===== config.mk =====
export PLATFORM = sky130hd
export DESIGN_NAME = fp_mul_pipe_param
export DESIGN_NICKNAME = d
export VERILOG_FILES = /design/src/rtl/fp_mul_pipe_param.sv
export SDC_FILE = /design/constraint.sdc
export NUM_CORES = 2
export LEC_CHECK = 0
export BUFFER_PORTS_ARGS = -buffer_cell sky130_fd_sc_hd__buf_2
export CAP_MARGIN = 10
export CORE_AREA = 4 4 213 215
export DETAILED_ROUTE_END_ITERATION = 8
export DIE_AREA = 0 0 217 219
export PLACE_DENSITY = 0.82
export SLEW_MARGIN = 30
export SYNTH_ARGS = -nofsm -noshare
export SYNTH_HDL_FRONTEND = slang
export SYNTH_SLANG_ARGS = --single-unit

===== constraint.sdc =====
create_clock -name clk -period 26 [get_ports clk]
set_input_delay 6.5 -clock clk [delete_from_list [all_inputs] [get_ports clk]]
set_output_delay 6.5 -clock clk [all_outputs]
set_load 0.02 [all_outputs]

===== src/rtl/fp_mul_pipe_param.sv =====
// Parametrised pipelined floating-point multiplier with valid/ready flow control, tag and error sideband.
// Define FP_MUL_RNE_EN for round-to-nearest-even; otherwise the mantissa is truncated toward zero.
module fp_mul_pipe_param #(
    parameter int EXP_W  = 8,
    parameter int MAN_W  = 23,
    parameter int STAGES = 3,   // legal range 2..6
    parameter int TAG_W  = 4
) (
    input  logic                   clk,
    input  logic                   rst_n,
    input  logic                   in_valid,
    output logic                   in_ready,
    input  logic [EXP_W+MAN_W:0]   float_in_1,
    input  logic [EXP_W+MAN_W:0]   float_in_2,
    input  logic [TAG_W-1:0]       tag_in,
    input  logic                   error_in,
    output logic                   out_valid,
    input  logic                   out_ready,
    output logic [EXP_W+MAN_W:0]   float_out,
    output logic [TAG_W-1:0]       tag_out,
    output logic                   error_out
);
    localparam int W  = 1 + EXP_W + MAN_W;
    localparam int PW = 2 * MAN_W + 2;
    localparam int EW = EXP_W + 2;
    localparam int RW = 1 + TAG_W + W;
    localparam logic signed [EW-1:0] BIAS     = EW'((1 << (EXP_W - 1)) - 1);
    localparam logic signed [EW-1:0] EXP_MAX  = EW'((1 << EXP_W) - 1);
    localparam logic signed [EW-1:0] EXP_ONE  = EW'(1);
    localparam logic signed [EW-1:0] EXP_ZERO = EW'(0);
    localparam logic [EXP_W-1:0]     EXP_ONES = '1;

    function automatic logic [MAN_W:0] round_man(input logic [MAN_W-1:0] man,
                                                 input logic guard, input logic sticky);
`ifdef FP_MUL_RNE_EN
        logic up;
        up = guard & (sticky | man[0]);
        return {1'b0, man} + {{MAN_W{1'b0}}, up};
`else
        return {1'b0, man} | {(MAN_W+1){1'b0 & (guard | sticky)}};
`endif
    endfunction

    // Returns {exception, packed float}; special operands take priority over range saturation.
    function automatic logic [W:0] pack_result(input logic sgn, input logic nan, input logic inf,
                                               input logic zero, input logic signed [EW-1:0] exp,
                                               input logic [MAN_W-1:0] man);
        logic [W:0] res;
        if (nan)
            res = {1'b1, 1'b0, EXP_ONES, 1'b1, {(MAN_W-1){1'b0}}};
        else if (inf)
            res = {1'b0, sgn, EXP_ONES, {MAN_W{1'b0}}};
        else if (zero)
            res = {1'b0, sgn, {(EXP_W+MAN_W){1'b0}}};
        else if (exp >= EXP_MAX)
            res = {1'b1, sgn, EXP_ONES, {MAN_W{1'b0}}};
        else if (exp <= EXP_ZERO)
            res = {1'b1, sgn, {(EXP_W+MAN_W){1'b0}}};
        else
            res = {1'b0, sgn, exp[EXP_W-1:0], man};
        return res;
    endfunction

    logic                  w_adv;
    logic                  w_sgn_a, w_sgn_b;
    logic [EXP_W-1:0]      w_exp_a, w_exp_b;
    logic [MAN_W-1:0]      w_man_a, w_man_b;
    logic                  w_nan_a, w_nan_b, w_inf_a, w_inf_b, w_zero_a, w_zero_b;
    logic signed [EW-1:0]  w_exp_sum;
    logic [PW-1:0]         w_prod;

    logic                  r_vld_p0;
    logic                  r_sgn_p0, r_nan_p0, r_inf_p0, r_zero_p0, r_err_p0;
    logic signed [EW-1:0]  r_exp_p0;
    logic [PW-1:0]         r_prod_p0;
    logic [TAG_W-1:0]      r_tag_p0;

    logic [PW-1:0]         w_norm_p1;
    logic signed [EW-1:0]  w_exp_norm_p1, w_exp_rnd_p1;
    logic [MAN_W-1:0]      w_man_trunc_p1, w_man_rnd_p1;
    logic                  w_guard_p1, w_sticky_p1, w_carry_p1;
    logic                  w_unused_p1;
    logic [W:0]            w_pack_p1;
    logic [RW-1:0]         w_res_p1;

    logic                  r_vld_p [1:STAGES-1];
    logic [RW-1:0]         r_res_p [1:STAGES-1];

    assign out_valid = r_vld_p[STAGES-1];
    assign w_adv     = ~out_valid | out_ready;
    assign in_ready  = w_adv & rst_n;
    assign {error_out, tag_out, float_out} = r_res_p[STAGES-1];

    // Stage 1: unpack, classify, exponent sum and full mantissa product
    assign {w_sgn_a, w_exp_a, w_man_a} = float_in_1;
    assign {w_sgn_b, w_exp_b, w_man_b} = float_in_2;
    assign w_nan_a   = (w_exp_a == EXP_ONES) && (w_man_a != '0);
    assign w_nan_b   = (w_exp_b == EXP_ONES) && (w_man_b != '0);
    assign w_inf_a   = (w_exp_a == EXP_ONES) && (w_man_a == '0);
    assign w_inf_b   = (w_exp_b == EXP_ONES) && (w_man_b == '0);
    assign w_zero_a  = (w_exp_a == '0);
    assign w_zero_b  = (w_exp_b == '0);
    assign w_exp_sum = $signed({2'b00, w_exp_a}) + $signed({2'b00, w_exp_b}) - BIAS;
    assign w_prod    = PW'({1'b1, w_man_a}) * PW'({1'b1, w_man_b});

    always_ff @(posedge clk) begin
        if (in_valid && in_ready) begin
            r_sgn_p0  <= w_sgn_a ^ w_sgn_b;
            r_nan_p0  <= w_nan_a | w_nan_b | (w_inf_a & w_zero_b) | (w_inf_b & w_zero_a);
            r_inf_p0  <= w_inf_a | w_inf_b;
            r_zero_p0 <= w_zero_a | w_zero_b;
            r_exp_p0  <= w_exp_sum;
            r_prod_p0 <= w_prod;
            r_tag_p0  <= tag_in;
            r_err_p0  <= error_in;
        end
    end

    // Stage 2: normalise, round, pack; the product MSB after normalisation is the hidden bit
    assign w_norm_p1      = r_prod_p0[PW-1] ? r_prod_p0 : (r_prod_p0 << 1);
    assign w_exp_norm_p1  = r_prod_p0[PW-1] ? (r_exp_p0 + EXP_ONE) : r_exp_p0;
    assign w_man_trunc_p1 = w_norm_p1[PW-2 -: MAN_W];
    assign w_guard_p1     = w_norm_p1[PW-2-MAN_W];
    assign w_sticky_p1    = |w_norm_p1[PW-3-MAN_W:0];
    assign w_unused_p1    = w_norm_p1[PW-1];
    assign {w_carry_p1, w_man_rnd_p1} = round_man(w_man_trunc_p1, w_guard_p1, w_sticky_p1);
    assign w_exp_rnd_p1   = w_carry_p1 ? (w_exp_norm_p1 + EXP_ONE) : w_exp_norm_p1;
    assign w_pack_p1      = pack_result(r_sgn_p0, r_nan_p0, r_inf_p0, r_zero_p0,
                                        w_exp_rnd_p1, w_man_rnd_p1);
    assign w_res_p1       = {r_err_p0 | w_pack_p1[W], r_tag_p0, w_pack_p1[W-1:0]};

    // Stages 3..STAGES: plain delay of {error, tag, data}
    always_ff @(posedge clk) begin
        if (!rst_n) begin
            r_res_p[STAGES-1] <= '0;
        end else if (w_adv) begin
            r_res_p[1] <= w_res_p1;
            for (int k = 2; k < STAGES; k++)
                r_res_p[k] <= r_res_p[k-1];
        end
    end

    always_ff @(posedge clk) begin
        if (!rst_n) begin
            r_vld_p0 <= 1'b0;
            for (int k = 1; k < STAGES; k++)
                r_vld_p[k] <= 1'b0;
        end else if (w_adv) begin
            r_vld_p0   <= in_valid;
            r_vld_p[1] <= r_vld_p0;
            for (int k = 2; k < STAGES; k++)
                r_vld_p[k] <= r_vld_p[k-1];
        end
    end

endmodule


==> metrics.txt <==
Max-cap violations 0; Final Max Slew Viols 0; met2 WL 28.20 mm; Root Buffer clkbuf_16; CP Launch Type primary input; Cells after Synth 2477; met1 wire length 21.95 mm; final cycle utilization of the critical path 0.5276; antenna viol nets, final 0; setup total negative slack 0 ns; Final setup viols 0; status finished clean; grt ovf 0; vias in the first global route 19.03k; min cycle time layout 13.72 ns; Mapped Nets 3217; Routed WL 61.26 mm; first-pass GRT wire length 97.90 mm; synthesized area per cell 9.560 sq um; # placed instances 3069; # clock sinks 121; Clk pin slew, worst setup/hold paths 0.06 ns; post-synth top area cell fa_1; Synth Warn # 0; CTS tree done; post-cts sizing count 0; RSZ-0062 raised after global routing no; Rows 77; Yosys cell types 65; Top delay family on crit path adder cells; critical path fanouts, max 17; WP buf/inv 8; # port buffers 111; Post-synth EDFFs 120; Routability Congestion 0.9663; ys flop type edfxtp_1; Layout fillers 3623; total CTS buffers 17; pin count of the biggest net entering global routing 78; die area 0.04752 sq mm; drt first pass iters 7; vias per cell 5.586; Layout area overhead 6.436%; Max Used Layer met4; Met3 Wirelength 7.867 mm; Total GRT Usage 0.2629; worst clock skew 0.007166 ns; # H-tree levels 4; Synth top area share 0.4075; Fin. Hold Viols 0; Slowest cell on crit path fa_1; CP Capture Type flop; Initial Util 0.5414; Synth async-reset ratio 0; per-cell routed wire length 19.76 microns; Slew headroom 0.4682; sequential share of the synthesized area 0.1530; later-pin clock latency in the skew report 0.40 ns; Die Span Y 219 microns; nets 3236; layout cells sized above 1 0.06377; worst slew pin tran 0.7953 ns; Finished Layout Cells 3101; Post-CTS Hold Fix Bufs 0; Via Count 17.32k; Peak Freq 72.90 MHz; #FFs+latches synth 121; ranking of synthesized cells by area fa_1, edfxtp_1, ha_1; Core ar. 0.04374 sq mm; worst hold-check path type flop to flop; Post-CTS Setup Bufs 0; most frequent CP cell fa_1; initial antenna violation count 0; CTS Buffer Depth 2; Syn Std Cell Area 0.02368 sq mm; DP HPWL 46.71 mm; Crit Path Class primary input to flop; # DRC 0; number of diodes 0; CP peak stage delay 0.54 ns; Die W 217 microns; Worst Path Required 26.15 ns; io pins 112; Arrival @ worst endpoint 13.87 ns; First DRT Iteration DRCs 1410
kinds of logic (layout without fill, tap and decap cells):
family	Yosys count	after routing	synth area share
mux	26	26	0.01104
flops	121	121	0.1530
xor+xnor	42	42	0.01553
buf+inv	704	736	0.1117
simple gates	754	754	0.1588
compound gates	163	163	0.04465
fa+ha+maj	667	667	0.5052
registers in the layout, indices dropped and copies added (netlist names):
name and cells:
r_res_p 74, r_exp_p0 10, r_zero_p0 1, r_tag_p0 4, r_err_p0 1, r_vld_p 2
r_sgn_p0 1, r_nan_p0 1, r_prod_p0 25, r_vld_p0 1, r_inf_p0 1
Yosys cell counts, types with 5 or more instances:
| master | n |
|---|---|
| clkbuf_1 | 108 |
| o31ai_1 | 5 |
| nand2_1 | 296 |
| and2_1 | 282 |
| fa_1 | 482 |
| a21o_1 | 14 |
| o211ai_1 | 6 |
| edfxtp_1 | 120 |
| xnor2_1 | 26 |
| o21bai_1 | 12 |
| a31oi_1 | 5 |
| nor4_1 | 18 |
| nor3_1 | 11 |
| ha_1 | 185 |
| mux2i_1 | 25 |
| o21ai_0 | 37 |
| and4_1 | 5 |
| inv_1 | 588 |
| nand4_1 | 14 |
| nand3_1 | 11 |
| a21oi_1 | 46 |
| nor2_1 | 93 |
| xor2_1 | 16 |
area by class of cell:
cell class | count | area [sq um] | area share
Clock buffer | 17 | 425.4 | 0.01688
Clock inverter | 15 | 187.7 | 0.007446
Inverter | 591 | 2218 | 0.08802
Multi-Input combinational cell | 1652 | 17440 | 0.6919
Sequential cell | 121 | 3623 | 0.1438
Tap cell | 592 | 740.7 | 0.02939
Timing Repair Buffer | 113 | 570.5 | 0.02264
final timing paths:
check,start,endpoint,slack (ns),cells past startpoint
max,float_in_2[8],r_prod_p0[44]$_DFFE_PP_,12.28,25
min,r_tag_p0[1]$_DFFE_PP_,r_res_p[1][33]$_DFFE_PP_,0.42,0
max reg2reg,r_exp_p0[0]$_DFFE_PP_,r_res_p[1][21]$_SDFFCE_PP0P_,22.60,8
min reg2reg,r_tag_p0[1]$_DFFE_PP_,r_res_p[1][33]$_DFFE_PP_,0.42,0
per-stage QoR:
step	util	hold WS, ns	instance area [sq um]	worst slack, ns
global route	0.5762	0.4263	25200	12.09
finish	0.5762	0.4220	25200	12.28
CTS	0.5761	0.4149	25200	12.40
floorplan	-	0.4003	23680	11.28
global placement	0.5620	0.4044	24580	12.03
detailed placement	0.5620	0.4070	24580	11.98
routing by layer:
layer / vias up / GRT usage
li1: 7479 / -
met1: 8523 / 0.3268
met2: 1072 / 0.4272
met3: 249 / 0.07796
met4: 0 / 0.1208
met5: - / 0
cell usage in the layout, fill, tap and decap left out, types with 26 or more instances in the layout:
master	instances
a21oi_1	46
and2_1	281
buf_2	111
edfxtp_1	120
fa_1	482
ha_1	185
inv_1	588
nand2_1	296
nor2_1	93
o21ai_0	37
xnor2_1	26
Power is left out: the tool's default activity adds up to more than one toggle a clock period on the data nets, which glitch-free logic cannot reach.
